<file path="config.mk">
export PLATFORM = sky130hd
export DESIGN_NAME = mandelbrot_pixel_sequencer
export DESIGN_NICKNAME = d
export VERILOG_FILES = /design/src/rtl/mandelbrot_pkg.sv /design/src/rtl/mandelbrot_coord_gen.sv /design/src/rtl/mandelbrot_pixel_sequencer.sv
export SDC_FILE = /design/constraint.sdc
export NUM_CORES = 1
export LEC_CHECK = 0
export CAP_MARGIN = 20
export CORE_MARGIN = 1
export CORE_UTILIZATION = 50
export CTS_CLUSTER_SIZE = 20
export DETAILED_ROUTE_END_ITERATION = 8
export GPL_TIMING_DRIVEN = 1
export PLACE_DENSITY = 0.78
export SLEW_MARGIN = 20
export SYNTH_ARGS = -nofsm -noshare
export SYNTH_HDL_FRONTEND = slang
export SYNTH_SLANG_ARGS = --single-unit
</file>
<file path="constraint.sdc">
create_clock -name clk_i -period 9.8 [get_ports clk_i]
set_clock_uncertainty 0.15 [all_clocks]
set_input_delay 1.96 -clock clk_i [delete_from_list [all_inputs] [get_ports clk_i]]
set_output_delay 1.96 -clock clk_i [all_outputs]
set_load 0.01 [all_outputs]
</file>
<file path="src/rtl/mandelbrot_pkg.sv">
// Shared types and constants for the Mandelbrot pixel sequencer.
package mandelbrot_pkg;

    localparam int unsigned INTEGER_BITS    = 8;
    localparam int unsigned FRACTIONAL_BITS = 24;
    localparam int unsigned DATA_WIDTH      = INTEGER_BITS + FRACTIONAL_BITS;
    localparam int unsigned MAX_ITER_WIDTH  = 16;
    localparam int unsigned COORD_WIDTH     = 11;

    // 1.0 in the signed Q(INTEGER_BITS).(FRACTIONAL_BITS) coordinate format
    localparam logic [DATA_WIDTH-1:0] ONE = DATA_WIDTH'(1) << FRACTIONAL_BITS;

    typedef logic [DATA_WIDTH-1:0]     data_t;
    typedef logic [COORD_WIDTH-1:0]    coord_t;
    typedef logic [MAX_ITER_WIDTH-1:0] iter_t;

    typedef enum logic [1:0] {
        StIdle,
        StIssue,
        StWait,
        StOutput
    } state_e;

endpackage

</file>
<file path="src/rtl/mandelbrot_coord_gen.sv">
// Raster position and complex-coordinate generator. Holds the frame geometry
// latched at load and steps col/row and x0/y0 on each advance strobe.
module mandelbrot_coord_gen
    import mandelbrot_pkg::*;
#(
    parameter int unsigned DataWidth  = 32,
    parameter int unsigned CoordWidth = 11
) (
    input  logic                  clk_i,
    input  logic                  rst_i,
    input  logic                  load_i,
    input  logic                  advance_i,
    input  logic [DataWidth-1:0]  x_min_i,
    input  logic [DataWidth-1:0]  y_max_i,
    input  logic [DataWidth-1:0]  step_i,
    input  logic [CoordWidth-1:0] width_i,
    input  logic [CoordWidth-1:0] height_i,
    output logic [DataWidth-1:0]  x0_o,
    output logic [DataWidth-1:0]  y0_o,
    output logic [CoordWidth-1:0] col_o,
    output logic [CoordWidth-1:0] row_o,
    output logic                  last_col_o,
    output logic                  last_pix_o
);

    logic [DataWidth-1:0]  r_x_min;
    logic [DataWidth-1:0]  r_step;
    logic [CoordWidth-1:0] r_width;
    logic [CoordWidth-1:0] r_height;
    logic [DataWidth-1:0]  r_x0;
    logic [DataWidth-1:0]  r_y0;
    logic [CoordWidth-1:0] r_col;
    logic [CoordWidth-1:0] r_row;
    logic                  w_last_col;
    logic                  w_last_row;

    // Flags are only meaningful for non-zero geometry; the FSM never advances otherwise
    assign w_last_col = (r_col == r_width - CoordWidth'(1));
    assign w_last_row = (r_row == r_height - CoordWidth'(1));

    // Geometry latch plus raster walk; coordinate arithmetic wraps modulo 2^DataWidth
    always_ff @(posedge clk_i or posedge rst_i) begin
        if (rst_i) begin
            r_x_min  <= '0;
            r_step   <= '0;
            r_width  <= '0;
            r_height <= '0;
            r_x0     <= '0;
            r_y0     <= '0;
            r_col    <= '0;
            r_row    <= '0;
        end else if (load_i) begin
            r_x_min  <= x_min_i;
            r_step   <= step_i;
            r_width  <= width_i;
            r_height <= height_i;
            r_x0     <= x_min_i;
            r_y0     <= y_max_i;
            r_col    <= '0;
            r_row    <= '0;
        end else if (advance_i) begin
            if (w_last_col) begin
                r_col <= '0;
                r_row <= r_row + CoordWidth'(1);
                r_x0  <= r_x_min;
                r_y0  <= r_y0 - r_step;
            end else begin
                r_col <= r_col + CoordWidth'(1);
                r_x0  <= r_x0 + r_step;
            end
        end
    end

    assign x0_o       = r_x0;
    assign y0_o       = r_y0;
    assign col_o      = r_col;
    assign row_o      = r_row;
    assign last_col_o = w_last_col;
    assign last_pix_o = w_last_col & w_last_row;

endmodule

</file>
<file path="src/rtl/mandelbrot_pixel_sequencer.sv">
// Frame sequencer: walks the pixel grid, runs one iteration-core job per pixel
// and forwards each iteration count on a valid/ready pixel stream.
module mandelbrot_pixel_sequencer #(
    parameter int unsigned INTEGER_BITS    = 8,
    parameter int unsigned FRACTIONAL_BITS = 24,
    parameter int unsigned MAX_ITER_WIDTH  = 16,
    parameter int unsigned COORD_WIDTH     = 11
) (
    input  logic                                    clk_i,
    input  logic                                    rst_i,
    input  logic                                    frame_start_i,
    input  logic [INTEGER_BITS+FRACTIONAL_BITS-1:0] x_min_i,
    input  logic [INTEGER_BITS+FRACTIONAL_BITS-1:0] y_max_i,
    input  logic [INTEGER_BITS+FRACTIONAL_BITS-1:0] step_i,
    input  logic [COORD_WIDTH-1:0]                  width_i,
    input  logic [COORD_WIDTH-1:0]                  height_i,
    input  logic [MAX_ITER_WIDTH-1:0]               max_iter_i,
    output logic                                    core_start_o,
    output logic [INTEGER_BITS+FRACTIONAL_BITS-1:0] core_x0_o,
    output logic [INTEGER_BITS+FRACTIONAL_BITS-1:0] core_y0_o,
    output logic [MAX_ITER_WIDTH-1:0]               core_max_iter_o,
    input  logic                                    core_done_i,
    input  logic [MAX_ITER_WIDTH-1:0]               core_iter_i,
    output logic                                    pix_valid_o,
    input  logic                                    pix_ready_i,
    output logic [MAX_ITER_WIDTH-1:0]               pix_iter_o,
    output logic                                    pix_sof_o,
    output logic                                    pix_eol_o,
    output logic                                    busy_o,
    output logic                                    frame_done_o
);

    import mandelbrot_pkg::*;

    localparam int unsigned DW = INTEGER_BITS + FRACTIONAL_BITS;

    state_e                    r_state;
    state_e                    w_state_next;
    logic [MAX_ITER_WIDTH-1:0] r_max_iter;
    logic [MAX_ITER_WIDTH-1:0] r_pix_iter;
    logic                      r_frame_done;
    logic                      w_load;
    logic                      w_zero_size;
    logic                      w_accept;
    logic                      w_advance;
    logic [DW-1:0]             w_x0;
    logic [DW-1:0]             w_y0;
    logic [COORD_WIDTH-1:0]    w_col;
    logic [COORD_WIDTH-1:0]    w_row;
    logic                      w_last_col;
    logic                      w_last_pix;

    // Config is latched on every accepted start, including zero-size frames
    assign w_load      = (r_state == StIdle) & frame_start_i;
    assign w_zero_size = (width_i == '0) | (height_i == '0);
    assign w_accept    = pix_valid_o & pix_ready_i;
    // The final accept leaves the position alone so core inputs stay put in idle
    assign w_advance   = w_accept & ~w_last_pix;

    mandelbrot_coord_gen #(
        .DataWidth  (DW),
        .CoordWidth (COORD_WIDTH)
    ) u_coord_gen (
        .clk_i      (clk_i),
        .rst_i      (rst_i),
        .load_i     (w_load),
        .advance_i  (w_advance),
        .x_min_i    (x_min_i),
        .y_max_i    (y_max_i),
        .step_i     (step_i),
        .width_i    (width_i),
        .height_i   (height_i),
        .x0_o       (w_x0),
        .y0_o       (w_y0),
        .col_o      (w_col),
        .row_o      (w_row),
        .last_col_o (w_last_col),
        .last_pix_o (w_last_pix)
    );

    // State register
    always_ff @(posedge clk_i or posedge rst_i) begin
        if (rst_i) begin
            r_state <= StIdle;
        end else begin
            r_state <= w_state_next;
        end
    end

    // Next-state logic
    always_comb begin
        w_state_next = r_state;
        unique case (r_state)
            StIdle: begin
                if (frame_start_i && !w_zero_size) begin
                    w_state_next = StIssue;
                end
            end
            StIssue: begin
                w_state_next = StWait;
            end
            StWait: begin
                // Core drops done on the start edge, so done here is always fresh
                if (core_done_i) begin
                    w_state_next = StOutput;
                end
            end
            StOutput: begin
                if (w_accept) begin
                    w_state_next = w_last_pix ? StIdle : StIssue;
                end
            end
            default: begin
                w_state_next = StIdle;
            end
        endcase
    end

    // State-decoded outputs
    always_comb begin
        core_start_o = (r_state == StIssue);
        pix_valid_o  = (r_state == StOutput);
        busy_o       = (r_state != StIdle);
    end

    // Latched iteration limit, captured pixel result and frame-complete pulse
    always_ff @(posedge clk_i or posedge rst_i) begin
        if (rst_i) begin
            r_max_iter   <= '0;
            r_pix_iter   <= '0;
            r_frame_done <= 1'b0;
        end else begin
            if (w_load) begin
                r_max_iter <= max_iter_i;
            end
            if ((r_state == StWait) && core_done_i) begin
                r_pix_iter <= core_iter_i;
            end
            r_frame_done <= (w_load & w_zero_size) | (w_accept & w_last_pix);
        end
    end

    assign core_x0_o       = w_x0;
    assign core_y0_o       = w_y0;
    assign core_max_iter_o = r_max_iter;
    assign pix_iter_o      = r_pix_iter;
    assign pix_sof_o       = pix_valid_o & (w_col == '0) & (w_row == '0);
    assign pix_eol_o       = pix_valid_o & w_last_col;
    assign frame_done_o    = r_frame_done;

endmodule

</file>
==> results of run 1 <==
critical path: cells and delay by family (launching register included):
family                    cells  cell delay [ns]
and+or+nand+nor               4             1.09
xor gates and xnor gates      1             0.14
AOI/OAI and AO/OA             1             0.46
buffers and inverters         2             0.81
DFF                           1             0.43
power groups by stage:
stage | Sequential (mW) | Combinational (mW) | Clock [mW]
finish | 1.59 | 3.51 | 0.848
global route | 1.63 | 3.91 | 0.901
CTS | 1.58 | 3.49 | 0.866
detailed placement | 1.59 | 3.46 | 0
global placement | 1.57 | 3.39 | 0
floorplan | 1.56 | 2.40 | 0
area by class of cell:
type | instances | area, um2 | share of cell area [%]
Antenna cell | 4 | 10.0 | 0.0614
Clock buffer | 36 | 674 | 4.14
Clock inverter | 5 | 58.8 | 0.361
Inverter | 67 | 259 | 1.59
Multi-Input combinational cell | 1181 | 7050 | 43.3
Sequential cell | 207 | 5180 | 31.8
Tap cell | 330 | 413 | 2.53
Timing Repair Buffer | 264 | 2650 | 16.2
layout by cell type (no fill, tap or decap), types with 7 or more instances in the layout:
cell type and instances:
nand2_1 367, clkdlybuf4s50_1 256, dfrtp_1 207, o21ai_0 118
a21oi_1 99, nor2_1 96, ha_1 73, inv_1 66
xnor2_1 49, xor2_1 38, a31oi_1 36, nand3_1 32
a21o_1 25, clkbuf_16 23, nor3_1 19, and3_1 17
mux2_2 16, o21ai_1 15, a211oi_1 14, nor4_1 13
o31ai_1 13, o21bai_1 12, o211ai_1 9, or3_1 9
clkbuf_1 8, nand2b_1 7
cells in the mapped netlist, types with 19 or more instances:
cell,instances
o21ai_0,118
nor3_1,19
ha_1,73
a21o_1,25
nor2_1,97
nand2_1,368
a31oi_1,36
dfrtp_1,207
a21oi_1,99
nand3_1,32
inv_1,67
xor2_1,38
xnor2_1,49
clkbuf_1,53
state kept, by name (all words and copies together) (netlist names):
signal	count
core_max_iter_o	16
u_coord_gen.r_x_min	32
r_state	2
u_coord_gen.r_width	11
u_coord_gen.r_height	11
u_coord_gen.col_o	11
u_coord_gen.row_o	11
u_coord_gen.y0_o	32
u_coord_gen.r_step	32
frame_done_o	1
pix_iter_o	16
u_coord_gen.x0_o	32
logic make-up after synthesis:
group,synth area share (%)
xor+xnor,5.98
compound gates,19.2
flops,40.7
simple gates,20.7
buf+inv,4.21
fa+ha+maj,7.49
mux,1.73
worst max path at each step:
stage | from | end | slack, ns
floorplan | rst_i | core_max_iter_o[0] | 2.04
global placement | u_coord_gen.r_width[0] | pix_eol_o | 4.83
detailed placement | u_coord_gen.r_width[0] | pix_eol_o | 4.81
CTS | u_coord_gen.r_width[0] | pix_eol_o | 4.23
global route | u_coord_gen.r_width[0] | pix_eol_o | 4.01
finish | u_coord_gen.r_width[0] | pix_eol_o | 4.23
layer usage:
layer / vias up / GRT usage (%) / wire, um
li1: 5733 / - / -
met1: 5558 / 39.1 / 16400
met2: 432 / 42.6 / 16000
met3: 59 / 4.60 / 2580
met4: 0 / 8.19 / 874
met5: - / 0 / 0
per-stage QoR:
step | util [%] | hold slack [ns] | power (mW) | std cells
final | 64.9 | 0.320 | 5.95 | 2094
after CTS | 64.7 | 0.326 | 5.94 | 2089
after global routing | 64.9 | 0.342 | 6.44 | 2093
after detailed placement | 61.8 | 0.306 | 5.05 | 2048
after global placement | 61.8 | 0.300 | 4.96 | 2048
after floorplan | - | 0.288 | 3.96 | 1524
==> impl_results.md, run 1 <==
- Leak: 7.32 nW
- Nets: 1974
- WL/cell: 17.1 um
- Largest net degree at the start of global routing: 144
- FILL cells: 2156
- Max IR drop VDD: 0.193 mV
- Vias per inst: 5.63
- Total Routing Usage GR: 27.4%
- Proportion of layout cells with a drive suffix above 1: 4.60%
- Final hold vios: 0
- Vias in the first global route: 11200
- Worst-Skew Late Latency: 0.52 ns
- R2r worst-path depth: 9
- DRC Markers: 0
- Routed Antenna Nets: 0
- Starting Density: 50.7%
- Total core area: 0.0251 mm2
- Final WL: 35.8 mm
- Synthesized area per cell: 8.36 um2
- Critical Path End Type: output port
- # clock sinks: 207
- Hold crit path type: register to register
- First-pass GRT wire length: 57.7 mm
- Via count: 11800
- CTS tree: yes
- Routability cong.: 0.902
- Synthesized area: 0.0127 mm2
- Sw frac: 44.0%
- Final instance area: 0.0163 mm2
- Internal power: 3.33 mW
- Rel. slew slack: 30.3%
- R2R Setup Slk: 5.49 ns
- Async S/R FF share, synth: 100%
- Worst path max stage delay: 0.59 ns
- RSZ-0062 raised after global routing: no
- Pre-CTS WS: 4.81 ns
- Port buffer count: 256
- Largest area contributor in the netlist: dfrtp_1
- Row count: 58
- Initial antenna violation count: 3
- Aggregate global routing overflow: 0
- Main synth FF type: dfrtp_1
- Status: complete, no violations
- Postcts setup bufs: 0
- Gate power share: 59.0%
- Die width: 162 um
- Share of Yosys cell area claimed by the top area cell type: 40.7%
- Most common cell on crit path: nor2_1
- #FFs+latches synth: 207
- Area of placed instances: 0.0155 mm2
- Count of final max-slew check failures: 0
- Syn Nets: 1754
- Clock Path Buffers: 3
- Final setup viols: 0
- WS Path Type: register to output port
- H-tree level count: 1
- Fin crit share: 56.8%
- Ys Warns: 0
- Hold Path End: core_max_iter_o[11]
- Reg-to-reg startpoint: u_coord_gen.r_width[0]
- Post-synth EDFFs: 0
- Total iterations of the first detailed-routing run: 5
- Post-CTS Resized: 0
- Crit-path cells: or4_4 > nor2_1 > xnor2_1 > nand4_1 > a2111o_1 > buf_4 > nor2_1 > clkdlybuf4s50_1
- Die area: 0.0261 mm2
- Ports: 257
- Fmax: 180 MHz
- Post-synthesis cell type count: 78
- Initial DRC count: 1058
- Power Dens Cells: 365 mW/mm2
- Cells after Synth: 1524
- Synth top area cells: dfrtp_1, nand2_1, ha_1, o21ai_0, a21oi_1
- Final WS setup: 4.23 ns
- Hold_buf cts: 0
- Die Ht: 162 um
- Slowest CP cell: or4_4
- Reg power frac: 26.7%
- Max cap viols: 0
- Area Overhead vs Synth: 27.9%
- Psw: 2.62 mW
- Clock network power share: 14.2%
- Startpoint type of the worst setup path: register
- Final TNS setup: 0 ns
- Worst Path Arrival: 3.46 ns
- Post-DP HPWL: 25.9 mm
- Clk pin slew, worst setup/hold paths: 0.07 ns
- Worst slew pin tran: 1.04 ns
- Worst Hold Launch: core_max_iter_o[11]
- Worst-path fanout max: 29
- Clock root buffer: clkbuf_16
- CP Data Required Time: 7.69 ns
- Min Tclk post-route: 5.57 ns
- TritonCTS Buffers: 23
- RR Endpoint: u_coord_gen.y0_o[28]
- Sequential cell area fraction in the yosys report: 40.7%
- Hold Path Stages: 2
(Power assumes the default switching activity.)
==> run 2, diff against run 1 <==
--- a/config.mk
+++ b/config.mk
@@ -7,7 +7,7 @@
 export LEC_CHECK = 0
 export CAP_MARGIN = 20
 export CORE_MARGIN = 1
-export CORE_UTILIZATION = 50
+export CORE_UTILIZATION = 48
 export CTS_CLUSTER_SIZE = 20
 export DETAILED_ROUTE_END_ITERATION = 8
 export GPL_TIMING_DRIVEN = 1
==> constraint.sdc (replaced) <==
create_clock -name clk_i -period 5.12 [get_ports clk_i]
set_clock_uncertainty 0.15 [all_clocks]
set_input_delay 1.024 -clock clk_i [delete_from_list [all_inputs] [get_ports clk_i]]
set_output_delay 1.024 -clock clk_i [all_outputs]
set_load 0.01 [all_outputs]
==> impl_results.md, run 2 (synthesis gave the netlist of run 1 again) <==
- Status: complete, no violations
- Ports: 257 (unchanged)
- Critical Path End Type: output port
- Rel. slew slack: 32.6% (+2.3 points)
- Hold Path Stages: 2 (unchanged)
- Max cap viols: 0 (unchanged)
- Clock root buffer: clkbuf_16
- R2r worst-path depth: 10 (+1)
- Starting Density: 48.9% (-1.8 points)
- Reg power frac: 26.1% (-0.6 points)
- Postcts setup bufs: 0 (unchanged)
- Final WL: 37.1 mm (+3.4%)
- H-tree level count: 1 (unchanged)
- Port buffer count: 256 (unchanged)
- Sw frac: 43.6% (-0.38 points)
- Final hold vios: 0 (unchanged)
- RR Endpoint: u_coord_gen.x0_o[31]
- DRC Markers: 0 (unchanged)
- CTS tree: yes
- Leak: 7.39 nW (+0.98%)
- WL/cell: 17.6 um (+2.9%)
- Total iterations of the first detailed-routing run: 7 (+2)
- # clock sinks: 207 (unchanged)
- Fmax: 225 MHz
- Row count: 59 (+1.7%)
- Startpoint type of the worst setup path: register
- Clk pin slew, worst setup/hold paths: 0.06 ns (about the same)
- R2R Setup Slk: 1.21 ns (-4.28 ns)
- Most frequent cells in the layout: nand2_1, clkdlybuf4s50_1, dfrtp_1
- Worst slew pin tran: 1.01 ns (-0.0310 ns)
- Initial antenna violation count: 4 (+1)
- Vias per inst: 5.64 (+0.18%)
- Routability cong.: 0.918 (+1.7%)
- Hold_ws: 0.322 ns (+0.00188 ns)
- Hold crit path type: register to register
- CP Data Required Time: 3.95 ns (-3.74 ns)
- Area Overhead vs Synth: 29.0%
- Worst Hold Launch: core_max_iter_o[15]
- Reg-to-reg startpoint: u_coord_gen.r_width[0]
- Largest net degree at the start of global routing: 165 (+15%)
- Die Ht: 165 um (+2.0%)
- Gate power share: 58.2% (-0.8 points)
- Worst-Skew Late Latency: 0.52 ns (about the same)
- First-pass GRT wire length: 58.4 mm (+1.2%)
- Worst-path fanout max: 4 (-86%)
- Power Dens Cells: 709 mW/mm2 (+94%)
- Count of final max-slew check failures: 0 (unchanged)
- Initial DRC count: 1008 (-4.7%)
- Vias in the first global route: 11300 (+1.3%)
- FILL cells: 2196 (+1.9%)
- Proportion of layout cells with a drive suffix above 1: 5.21% (+0.61 points)
- Routed Antenna Nets: 0 (unchanged)
- Clock Path Buffers: 3 (unchanged)
- Final cell count without fillers: 2105 (+0.53%)
- Total core area: 0.0261 mm2 (+3.8%)
- Hold_buf cts: 0 (unchanged)
- Commonest non-fill, non-tap cell in the layout: nand2_1
- Internal power: 6.56 mW (+97%)
- Dpl cells: 2059 (+0.54%)
- Worst Path Arrival: 3.28 ns (-0.18 ns)
- Min Tclk post-route: 4.45 ns
- Nets: 1980 (+0.30%)
- Aggregate global routing overflow: 0 (unchanged)
- WS Path Type: register to output port
- Final TNS setup: 0 ns (unchanged)
- Hold Path End: core_max_iter_o[15]
- Final setup viols: 0 (unchanged)
- Via count: 11900 (+0.70%)
- Total Routing Usage GR: 27.1% (-0.28 points)
- PnR Total Power: 11.6 mW (+96%)
- Post-CTS Resized: 0 (unchanged)
- Fin crit share: 87.0%
- Clock network power share: 15.7% (+1.5 points)
- Post-route core utilization: 63.0% (-1.8 points)
- RSZ-0062 raised after global routing: no
- Die area: 0.0272 mm2 (+4.1%)
- Post-DP HPWL: 27.2 mm (+4.8%)
- Psw: 5.08 mW (+94%)
- TritonCTS Buffers: 24 (+4.3%)
- Max IR drop VDD: 0.395 mV (+100%)
- Die width: 165 um (+2.0%)
-- run 2: cell count changes in the layout (fill, tap and decap cells not counted), moves of 2 or more --
cell / previous run / this run
buf_4: 6 / 12
clkbuf_1: 8 / 4
bufinv_16: 1 / 3
clkbuf_16: 23 / 25
-- run 2: metal layers --
metal	wire length (um)	vias up	global-route usage, %
li1	-	5750	-
met1	16600	5586	37.5
met2	16600	438	42.4
met3	2490	91	4.14
met4	1400	0	11.0
met5	0	-	0
-- run 2: area by class of cell --
class	instances	area (um2)	share of cell area (%)
repair buffers	269	2670	16.3
multi-input cells	1181	7050	42.9
inverters	67	255	1.55
clock inverters	7	116	0.708
diodes	4	10.0	0.0609
clock buffers	35	723	4.40
flip-flops and latches	207	5180	31.5
well taps	335	419	2.55
-- run 2: worst max-delay path, cell delays in order (launching register included) --
cell	delay, ns
dfrtp_1	0.41
or4_4	0.59
nor2_1	0.19
xnor2_1	0.15
nand4_1	0.19
a2111o_1	0.51
nor2_1	0.15
clkdlybuf4s50_1	0.56
-- run 2: through the flow --
step	area, um2	worst slack (ns)
finish	16400	0.668
CTS	16400	0.654
global placement	15600	1.26
floorplan	12700	1.26
global route	16400	0.555
detailed placement	15600	1.23
-- run 2: worst max-delay path by stage --
stage	from	endpoint	slack, ns	cells after the start
2_1_floorplan	rst_i	core_max_iter_o[0]	1.26	1
3_5_place_dp	u_coord_gen.r_width[0]	pix_eol_o	1.23	7
4_1_cts	u_coord_gen.r_width[0]	pix_eol_o	0.65	7
3_3_place_gp	u_coord_gen.r_width[0]	pix_eol_o	1.26	7
5_1_grt	u_coord_gen.r_width[2]	pix_eol_o	0.55	7
6_report	u_coord_gen.r_width[0]	pix_eol_o	0.67	7
-- run 2: power groups by stage --
stage / Sequential, mW / Clock [mW] / Combinational [mW]
final: 3.04 / 1.83 / 6.78
after global routing: 3.12 / 1.91 / 7.51
after CTS: 3.02 / 1.85 / 6.75
after detailed placement: 3.03 / 0 / 6.69
after global placement: 3.01 / 0 / 6.55
after floorplan: 2.98 / 0 / 4.59
